`src/rtl/fila_entrada.sv`:
```
// fila_entrada: synchronise/debounce enqueue and dequeue buttons and issue guarded one-cycle queue requests
// Ports: clk_10KHz, reset (async active-low), btn_enq/btn_deq raw buttons, sw_data raw switches,
//        len_in queue occupancy; enqueue_out/dequeue_out/drop_out one-cycle pulses, data_out latched
//        switch value, busy_out guard interval active.
module fila_entrada_db #(
  parameter int DEBOUNCE_CYCLES = 100
) (
  input  logic clk_10KHz,
  input  logic reset,
  input  logic btn,
  output logic acc
);
  localparam int DW = $clog2(DEBOUNCE_CYCLES + 1);
  localparam logic [2:0] IDLE = 3'd0, PRESS_WAIT = 3'd1, ACCEPT = 3'd2, HELD = 3'd3, RELEASE_WAIT = 3'd4;
  logic [1:0] s;
  logic [2:0] st, st_n;
  logic [DW-1:0] cnt, cnt_n, cnt_inc;
  logic sync, done;
  assign sync = s[1];
  assign done = cnt == DW'(DEBOUNCE_CYCLES);
  assign cnt_inc = done ? cnt : cnt + 1'b1;
  assign acc = st == ACCEPT;
  always_comb begin
    st_n = st;
    cnt_n = cnt;
    case (st)
      IDLE: if (sync) begin st_n = PRESS_WAIT; cnt_n = DW'(1); end
      PRESS_WAIT: begin
        st_n = !sync ? IDLE : done ? ACCEPT : PRESS_WAIT;
        cnt_n = (!sync || done) ? '0 : cnt_inc;
      end
      ACCEPT: st_n = HELD;
      HELD: if (!sync) begin st_n = RELEASE_WAIT; cnt_n = DW'(1); end
      RELEASE_WAIT: begin
        st_n = sync ? HELD : done ? IDLE : RELEASE_WAIT;
        cnt_n = (sync || done) ? '0 : cnt_inc;
      end
      default: begin st_n = IDLE; cnt_n = '0; end
    endcase
  end
  always_ff @(posedge clk_10KHz or negedge reset)
    if (!reset) begin
      s <= '0;
      st <= IDLE;
      cnt <= '0;
    end else begin
      s <= {s[0], btn};
      st <= st_n;
      cnt <= cnt_n;
    end
endmodule

module fila_entrada #(
  parameter int DEBOUNCE_CYCLES = 100,
  parameter int GUARD_CYCLES = 2
) (
  input  logic       clk_10KHz,
  input  logic       reset,
  input  logic       btn_enq,
  input  logic       btn_deq,
  input  logic [7:0] sw_data,
  input  logic [3:0] len_in,
  output logic       enqueue_out,
  output logic       dequeue_out,
  output logic [7:0] data_out,
  output logic       busy_out,
  output logic       drop_out
);
  localparam int GW = (GUARD_CYCLES > 0) ? $clog2(GUARD_CYCLES + 1) : 1;
  logic enq_acc, deq_acc, enq_pend, deq_pend, enq_req, deq_req, go, full, empty, pulse, guard_ok;
  logic [7:0] sw_s0, sw_s1;
  logic [GW-1:0] guard;
  fila_entrada_db #(.DEBOUNCE_CYCLES(DEBOUNCE_CYCLES)) u_enq (.clk_10KHz(clk_10KHz), .reset(reset), .btn(btn_enq), .acc(enq_acc));
  fila_entrada_db #(.DEBOUNCE_CYCLES(DEBOUNCE_CYCLES)) u_deq (.clk_10KHz(clk_10KHz), .reset(reset), .btn(btn_deq), .acc(deq_acc));
  // an ACCEPT counts as pending in its own cycle so the request issues on the following edge
  assign enq_req = enq_pend | enq_acc;
  assign deq_req = deq_pend | deq_acc;
  assign full = len_in >= 4'd8;
  assign empty = len_in == 4'd0;
  assign pulse = enqueue_out | dequeue_out | drop_out;
  assign busy_out = guard != '0;
  // the guard is loaded while a pulse is out, so the last guard cycle may already issue the next pulse
  assign guard_ok = (guard == GW'(0)) | (guard == GW'(1));
  assign go = !pulse && guard_ok && (enq_req || deq_req);
  always_ff @(posedge clk_10KHz or negedge reset)
    if (!reset) begin
      sw_s0 <= '0;
      sw_s1 <= '0;
      data_out <= '0;
      enq_pend <= 1'b0;
      deq_pend <= 1'b0;
      enqueue_out <= 1'b0;
      dequeue_out <= 1'b0;
      drop_out <= 1'b0;
      guard <= '0;
    end else begin
      sw_s0 <= sw_data;
      sw_s1 <= sw_s0;
      data_out <= enq_acc ? sw_s1 : data_out;
      enqueue_out <= go && enq_req && !full;
      dequeue_out <= go && !enq_req && !empty;
      drop_out <= go && (enq_req ? full : empty);
      enq_pend <= enq_req && !go;
      deq_pend <= deq_req && !(go && !enq_req);
      guard <= pulse ? GW'(GUARD_CYCLES) : busy_out ? guard - 1'b1 : guard;
    end
endmodule

```
`config.mk`:
```
export PLATFORM = sky130hd
export DESIGN_NAME = fila_entrada
export DESIGN_NICKNAME = d
export VERILOG_FILES = /design/src/rtl/fila_entrada.sv
export SDC_FILE = /design/constraint.sdc
export NUM_CORES = 1
export LEC_CHECK = 0
export ABC_AREA = 1
export ABC_CLOCK_PERIOD_IN_PS = 4500
export CAP_MARGIN = 0
export CORE_ASPECT_RATIO = 0.9
export CORE_MARGIN = 1
export CORE_UTILIZATION = 60
export DETAILED_ROUTE_END_ITERATION = 16
export HOLD_SLACK_MARGIN = 0.06
export PLACE_DENSITY_LB_ADDON = 0.08
export SETUP_SLACK_MARGIN = 0.3
export SLEW_MARGIN = 20
export SYNTH_ARGS = -nofsm -noshare
export SYNTH_HDL_FRONTEND = slang
export SYNTH_SLANG_ARGS = --single-unit
```
`constraint.sdc`:
```
create_clock -name clk_10KHz -period 4.5 [get_ports clk_10KHz]
set_clock_uncertainty 0.15 [all_clocks]
set_input_delay 1.35 -clock clk_10KHz [delete_from_list [all_inputs] [get_ports clk_10KHz]]
set_output_delay 1.35 -clock clk_10KHz [all_outputs]
set_load 0.005 [all_outputs]
```
-- Word-level counts from Yosys, hierarchy flattened
Cells that the tools add are included.
W data, S select, Z words.
- logic and storage cells: 102
- register bits: 55
- input port bits: 16
- output and inout bits: 12
- bitwise gates (word level): 7
- muxes and demuxes: 29
- $add $sub $neg: 3
- $lt $le $gt $ge: 1
- equality and inequality tests: 15
- reductions and logical operators: 32
- operators with widths (kind ; count):
    $mux W7 ; 10
    $pmux W7 S5 ; 2
    $mux W3 ; 10
    $pmux W3 S5 ; 2
    $add A7 B1 Y7 const B ; 2
    $eq A7 B7 Y1 const B ; 2
    $eq A3 B2 Y1 const B ; 4
    $logic_and A1 B1 Y1 ; 9
    $logic_not A1 Y1 ; 8
    $mux W2 ; 4
    $eq A3 B1 Y1 const B ; 2
    $eq A3 B3 Y1 const B ; 2
    $logic_not A3 Y1 ; 2
    $reduce_and A3 Y1 ; 2
    $logic_or A1 B1 Y1 ; 5
    $or A1 B1 Y1 ; 5
    $ge A4 B4 Y1 const B ; 1
    $logic_not A4 Y1 ; 1
    $ne A2 B1 Y1 const B ; 2
    $ne A2 B2 Y1 const B ; 2
    $reduce_and A2 Y1 ; 2
    $reduce_bool A2 Y1 ; 2
    $eq A2 B1 Y1 const B ; 1
    $logic_not A2 Y1 ; 1
    other kinds (3) ; 4

-- Logic depth before layout (Yosys ltp)
Gate-level depths: netlist (run 1).
- word-level depth: 8
- mapped depth: 11
- mapped depth without buffers: 11

-- Hierarchy
Synthesis (run 1) repeated with hierarchy kept, for this count alone.
- cell total of the unflattened synthesis: 305
- area total of the unflattened synthesis: 2686.3 µm²
- modules (own cells, without submodules) (module ; area an instance (µm²) ; instances ; cells each ; sequential area each (µm²)):
    fila_entrada_db ; 817.0 ; 2 ; 114 ; 300.3
    fila_entrada ; 1052.3 ; 1 ; 77 ; 775.7

-- Worst setup path before layout (run 1)
OpenSTA, ideal clock, no wires.
- kind: flip-flop to output port
- start point: reg guard[0]
- end point: out busy_out
- data required time: 3.000 ns
- path buffers: 0
- slack: 2.284 ns
- cell stages (with the launch flop): 4
- arrival time: 0.716 ns
- path through: dfrtp_1 -> inv_1 -> ha_1 -> inv_1
- word-level cells in the longest chain between the ends: 1
- ends and longest elaborated chain (what ; RTL line ; source):
    from (decl) ; 72 ; logic [GW-1:0] guard;
    from (signal assigned) ; 105 ; guard <= pulse ? GW'(GUARD_CYCLES) : busy_out ? guard - 1'b1 : guard;
    $reduce_bool A2 Y1 ; 81 ; assign busy_out = guard != '0;
    to (decl) ; 66 ; output logic busy_out,
Every way passes these cells.

-- Worst setup path in the final report (run 1)
Ends and elaborated chain as after synthesis.

==> results.md, run 1 <==
- Clock tree from TritonCTS: done
- Number of rows in the core area: 22
- Run status: finished, violations left
- Ratio of routed vias to standard cells: 5.292
- Largest vdd supply drop: 304.5 uV
- Area overhead of the layout relative to synthesis: 16.80%
- Total negative slack: 0 ns
- Warnings, synthesis: 0
- Area enclosed by the die boundary: 4547 sq um
- Max frequency: 0.3245 GHz
- Final setup violating endpoints: 0
- Data required time of the worst path: 3.00 ns
- HPWL after DPL: 3375 um
- Max-cap check violation count: 0
- Grt ovf: 0
- Starting DRT DRC Count: 111
- Final weighted congestion in routability-driven placement: 0.8283
- Pin count of the biggest net entering global routing: 42
- Reg2Reg Capture Point: u_enq.st[0]
- Number of antenna repair diodes: 0
- Place WS: 1.768 ns
- Final setup slack of the worst path: 1.419 ns
- Max Transition Viols Final: 0
- Number of buffers created by CTS: 5
- Core area: 4101 sq um
- WHS Path Cells: 0
- Synthesis-stage register bit count: 55
- Wire length of the first global-routing pass: 8052 um
- Count of nets after finishing: 363
- Highest-count cells in the layout ignoring fill and taps: 90 x sky130_fd_sc_hd__nand2_1, 55 x sky130_fd_sc_hd__dfrtp_1, 38 x sky130_fd_sc_hd__inv_1, 35 x sky130_fd_sc_hd__nor2_1, 34 x sky130_fd_sc_hd__nand3_1
- Vias in the first global route: 1860
- Depth of the most critical reg-to-reg path: 9
- Cells after synthesis: 308
- Pwr/cell area: 359.5 nW/um^2
- Starting Density: 62.63%
- Post-route fraction of the period consumed by the critical path: 68.48%
- Final routed wirelength across all metal layers: 4695 um
- Port-buffer cells: 27
- Arrival time of the worst setup path: 1.58 ns
- Final-report hold violation count: 0
- Type of the most critical hold path: reg2reg
- Buffer levels on the longest clock path: 2
- Hold-fix buffer count after cts: 0
- R2R setup slack: 2.73 ns
- Cell count after placement: 382
- Distinct cell type count after synthesis: 24
- Clock-pin slew on the worst setup and hold paths: 0.10 ns
- Sequential-to-total area share from yosys stat: 53.58%
- Violations in the final reports: DRC
- Number of antenna violations at the first check in global routing: 0
- Cell area after technology mapping: 2569 sq um
- Root Driver: sky130_fd_sc_hd__clkbuf_8
- Number of nets with antenna violations after detailed routing: 0
- Total number of clock tree sinks: 55
- Worst-case hold path end point: u_enq.s[1]
- # IOs: 28
- Die Ht: 64.08 um
- Post-Syn Nets: 330
- Kind of launch point of the worst setup path: register
- Worst r2r src: u_enq.cnt[0]
- Post-CTS Repair Setup Buffers: 0
- All-Layer GR Usage: 23.22%
- Setup repair after global routing missed its margin: no
- Insertion delay to the later sink of the worst-skew pair: 0.32 ns
- H-tree levels: 2
- Cts repair resizes: 0
- WL per Instance: 12.04 um
- Non-filler instance count after layout: 390
- Finished layout cell area: 3000 sq um
- Period minus WS final: 3.081 ns
- Crit Path Class: reg2out
- Number of design rule violations left after detail routing: 3
- Width of the die: 70.97 um
- Dpl cell area: 2885 sq um
- Actual transition at the worst max-transition pin: 0.8829 ns
- Start point of the worst min-delay path: u_enq.s[0]
- Largest fanout on the critical path: 5
- First-pass iteration count of the detailed router: 10
- Critical path capture point type: output port
- Slew Limit Headroom: 41.14%
- Post-Synthesis Mean Instance Area: 8.340 sq um
- Most common library cell in the layout ignoring fill and taps: sky130_fd_sc_hd__nand2_1
- Leakage component of the power: 1.523 nW
- Routed vias: 2064
- Share of post-route cells with drive strength above 1: 6.725%
[flip-flops by register name (all words and copies together) (netlist names)]
signal	count
data_out	8
guard	2
u_enq.s	2
drop_out	1
u_enq.st	3
u_deq.st	3
u_deq.s	2
sw_s0	8
enqueue_out	1
deq_pend	1
enq_pend	1
sw_s1	8
u_deq.cnt	7
u_enq.cnt	7
dequeue_out	1
[metal layers]
metal,GRT usage [%],share of wire (%)
met3,4.890,4.7
met1,32.59,49
met5,0,0
met4,9.000,1.6
met2,35.70,45
[layout make-up]
type | count | area [sq um]
Sequential cell | 55 | 1376
Fill cell | 303 | 1101
Multi-Input combinational cell | 211 | 1026
Timing Repair Buffer | 28 | 272.8
Inverter | 40 | 150.1
Clock buffer | 5 | 68.82
Tap cell | 48 | 60.06
Clock inverter | 3 | 46.29
[kinds of logic after synthesis]
kind of cell / share of synthesized area (%)
XOR/XNOR: 0.6821
flip-flops: 53.58
buffers and inverters: 6.478
adder cells (fa/ha/maj): 2.922
AO/OA/AOI/OAI: 4.822
AND/OR/NAND/NOR: 31.51
[worst max-delay path, cell delays in order (launching register included)]
cell	delay [ns]
sky130_fd_sc_hd__dfrtp_1	0.38
sky130_fd_sc_hd__inv_1	0.07
sky130_fd_sc_hd__ha_1	0.24
sky130_fd_sc_hd__inv_1	0.08
sky130_fd_sc_hd__clkdlybuf4s50_1	0.49
[cells in the mapped netlist (all sizes together)]
library cell   n  area share [%]
a31oi          1            0.24
o2111ai        1            0.34
nand4          9             2.2
o21ai          7             1.4
o211ai         2            0.58
nand2         95              14
buf            2            0.63
dfrtp         55              54
ha             6             2.9
xor2           2            0.68
nand3         35             7.0
a21oi          5             1.4
a21boi         3            0.88
inv           40             5.8
nor3           9             2.6
nor2          36             5.4
[how the worst max path moves through the flow]
stage          slack (ns)       end  depth (start not counted)     start
5_1_grt              1.36  busy_out                          4  guard[0]
3_3_place_gp         1.79  busy_out                          4  guard[0]
3_5_place_dp         1.77  busy_out                          4  guard[0]
4_1_cts              1.41  busy_out                          4  guard[0]
2_1_floorplan        2.28  busy_out                          3  guard[0]
6_report             1.42  busy_out                          4  guard[0]
[per-stage QoR]
stage | util [%] | power (mW) | hold WS, ns
detailed placement | 70.35 | 0.7474 | 0.1879
global placement | 70.35 | 0.7380 | 0.1812
CTS | 73.15 | 1.084 | 0.2116
global route | 73.15 | 1.132 | 0.2156
floorplan | - | 0.6807 | 0.1812
finish | 73.15 | 1.079 | 0.2081
[power breakdown]
group	total, mW	switching (mW)	internal [mW]	leakage (nW)
Clock	0.340	0.172	0.168	0.0548
Combinational	0.187	0.110	0.0774	0.760
Sequential	0.551	0.0259	0.525	0.708
Total	1.08	0.308	0.771	1.52
No activity file was read; power rests on OpenSTA's default activity.
==> inputs of run 2 (changes only) <==
--- a/config.mk
+++ b/config.mk
@@ -6,11 +6,11 @@
 export NUM_CORES = 1
 export LEC_CHECK = 0
 export ABC_AREA = 1
-export ABC_CLOCK_PERIOD_IN_PS = 4500
+export ABC_CLOCK_PERIOD_IN_PS = 2900
 export CAP_MARGIN = 0
 export CORE_ASPECT_RATIO = 0.9
 export CORE_MARGIN = 1
-export CORE_UTILIZATION = 60
+export CORE_UTILIZATION = 56
 export DETAILED_ROUTE_END_ITERATION = 16
 export HOLD_SLACK_MARGIN = 0.06
 export PLACE_DENSITY_LB_ADDON = 0.08
==> constraint.sdc (replaced) <==
create_clock -name clk_10KHz -period 2.9 [get_ports clk_10KHz]
set_clock_uncertainty 0.15 [all_clocks]
set_input_delay 0.87 -clock clk_10KHz [delete_from_list [all_inputs] [get_ports clk_10KHz]]
set_output_delay 0.87 -clock clk_10KHz [all_outputs]
set_load 0.005 [all_outputs]
==> run 2 against run 1 <==
Against the previous run:
- the run now ends clean
- final cell count increased by 3.3%
- hold slack worse by 0.0015 ns
- wire length down 3.4%
- sequential share of layout area hardly changed
- largest power group unchanged
- highest routed layer unchanged
==> results.md, run 2 (synthesized netlist as in run 1, its figures left out) <==
- Top flop regs: data_out x8, sw_s0 x8, sw_s1 x8
- Cell repeated most along the worst path: sky130_fd_sc_hd__inv_1
- Slew Limit Headroom: 57.37%
- Highest-count cells in the layout ignoring fill and taps: 90 x sky130_fd_sc_hd__nand2_1, 55 x sky130_fd_sc_hd__dfrtp_1, 38 x sky130_fd_sc_hd__inv_1, 35 x sky130_fd_sc_hd__nor2_1, 34 x sky130_fd_sc_hd__nand3_1
- Final weighted congestion in routability-driven placement: 0.8515
- Buffer levels on the longest clock path: 2
- Number of buffers created by CTS: 5
- Leakage component of the power: 1.512 nW
- Largest vdd supply drop: 423.6 uV
- Place WS: 0.6490 ns
- HPWL after DPL: 3309 um
- Critical-path cell list: inv_1 > ha_2 > inv_1 > clkdlybuf4s50_1
- Starting Density: 60.60%
- Area overhead of the layout relative to synthesis: 16.90%
- Critical path capture point type: output port
- Max frequency: 0.3992 GHz
- Insertion delay to the later sink of the worst-skew pair: 0.32 ns
- Count of nets after finishing: 364
- Port-buffer cells: 27
- Slowest cell on the critical path: sky130_fd_sc_hd__clkdlybuf4s50_1
- Final-report hold violation count: 0
- Number of antenna violations at the first check in global routing: 0
- WL per Instance: 11.25 um
- Post-route fraction of the period consumed by the critical path: 86.37%
- Die Ht: 66.25 um
- # IOs: 28
- Ratio of routed vias to standard cells: 5.045
- Total buffers and inverters traversed by the critical path: 3
- Vias in the first global route: 1857
- Clock-pin slew on the worst setup and hold paths: 0.10 ns
- Kind of launch point of the worst setup path: register
- Root Driver: sky130_fd_sc_hd__clkbuf_8
- Period minus WS final: 2.505 ns
- Pwr/cell area: 528.6 nW/um^2
- Type of the most critical hold path: reg2reg
- Wire length of the first global-routing pass: 7886 um
- Core Util, Final: 70.84%
- Data required time of the worst path: 1.88 ns
- First-pass iteration count of the detailed router: 4
- All-Layer GR Usage: 21.86%
- Number of design rule violations left after detail routing: 0
- Most common library cell in the layout ignoring fill and taps: sky130_fd_sc_hd__nand2_1
- Final worst hold slack: 0.2066 ns
- Total number of clock tree sinks: 55
- Kind of cell with the highest combined delay on the critical path: buffers and inverters
- Share of post-route cells with drive strength above 1: 7.289%
- Actual transition at the worst max-transition pin: 0.6395 ns
- H-tree levels: 2
- Run status: finished, final reports clean
- Grt ovf: 0
- Final setup slack of the worst path: 0.3952 ns
- Largest stage delay on the critical path: 0.49 ns
- Number of rows in the core area: 22
- Max-cap check violation count: 0
- Arrival time of the worst setup path: 1.48 ns
- Area enclosed by the die boundary: 4862 sq um
- Pin count of the biggest net entering global routing: 56
- Max Transition Viols Final: 0
- Core area: 4239 sq um
- Final setup violating endpoints: 0
- Clock tree from TritonCTS: done
- Routed vias: 2033
- Number of nets with antenna violations after detailed routing: 0
- Total negative slack: 0 ns
- Hold-fix buffer count after cts: 0
- Setup repair after global routing missed its margin: no
- Count of fill cells added during filler insertion: 353
- Starting DRT DRC Count: 105
- Width of the die: 73.39 um
- Largest fanout on the critical path: 5
- Number of antenna repair diodes: 0
- Final routed wirelength across all metal layers: 4535 um
- Crit Path Class: reg2out
-- run 2: cell types whose count changed in the layout (fill, tap and decap cells not counted), sizes merged --
| cell | before | now |
|---|---|---|
| buf | 2 | 3 |
| bufinv | 1 | 0 |
| clkinvlp | 1 | 2 |
-- run 2: power breakdown --
group / internal (mW) / leakage, nW / switching (mW) / total (mW)
sequential: 0.815 / 0.708 / 0.0377 / 0.853
clock: 0.173 / 0.0408 / 0.261 / 0.434
combinational: 0.130 / 0.763 / 0.170 / 0.300
total: 1.12 / 1.51 / 0.469 / 1.59
-- run 2: final timing paths --
path                       slack, ns  depth (start not counted)          from            to
hold / removal                  0.21                          0      sw_s0[0]      sw_s1[0]
max in group asynchronous       1.66                          2         reset   u_deq.st[0]
min in group asynchronous       0.50                          2         reset   u_enq.st[1]
setup / recovery                0.40                          4      guard[0]      busy_out
setup reg to reg                1.19                          7  u_enq.cnt[0]  u_enq.cnt[5]
hold reg to reg                 0.21                          0      sw_s0[0]      sw_s1[0]
-- run 2: per-layer routing --
layer,routed length [um],track usage (%)
met1,2127,27.94
met2,2142,36.00
met3,206,4.573
met4,58,9.615
met5,0,0
-- run 2: area by class of cell --
| type | instances | area [sq um] | area share, % |
|---|---|---|---|
| flip-flops and latches | 55 | 1376 | 45.83 |
| multi-input cells | 211 | 1028 | 34.25 |
| repair buffers | 29 | 280.3 | 9.333 |
| inverters | 40 | 150.1 | 5.000 |
| well taps | 60 | 75.07 | 2.500 |
| clock buffers | 5 | 68.82 | 2.292 |
| clock inverters | 3 | 23.77 | 0.7917 |
-- run 2: repair_timing --
| item | 4_1_cts | 5_1_grt |
|---|---|---|
| hold endpoints to repair | 0 | 0 |
| gates cloned | 0 | 0 |
| setup endpoints to repair | 1 | 1 |
| setup buffers | 1 | 0 |
| resized for setup | 0 | 1 |
-- run 2: metrics by stage --
stage | power [mW] | cell area (sq um) | cells
detailed placement | 1.158 | 2900 | 394
floorplan | 1.056 | 2569 | 308
global placement | 1.144 | 2900 | 394
finish | 1.587 | 3003 | 403
CTS | 1.593 | 3000 | 403
global route | 1.678 | 3003 | 403
==> inputs of run 3 (changes only) <==
--- a/config.mk
+++ b/config.mk
@@ -19,3 +19,4 @@
 export SYNTH_ARGS = -nofsm -noshare
 export SYNTH_HDL_FRONTEND = slang
 export SYNTH_SLANG_ARGS = --single-unit
+export TNS_END_PERCENT = 5
==> results of run 3 <==
The final DEF is identical to that of run 2; final timing and power are the same.
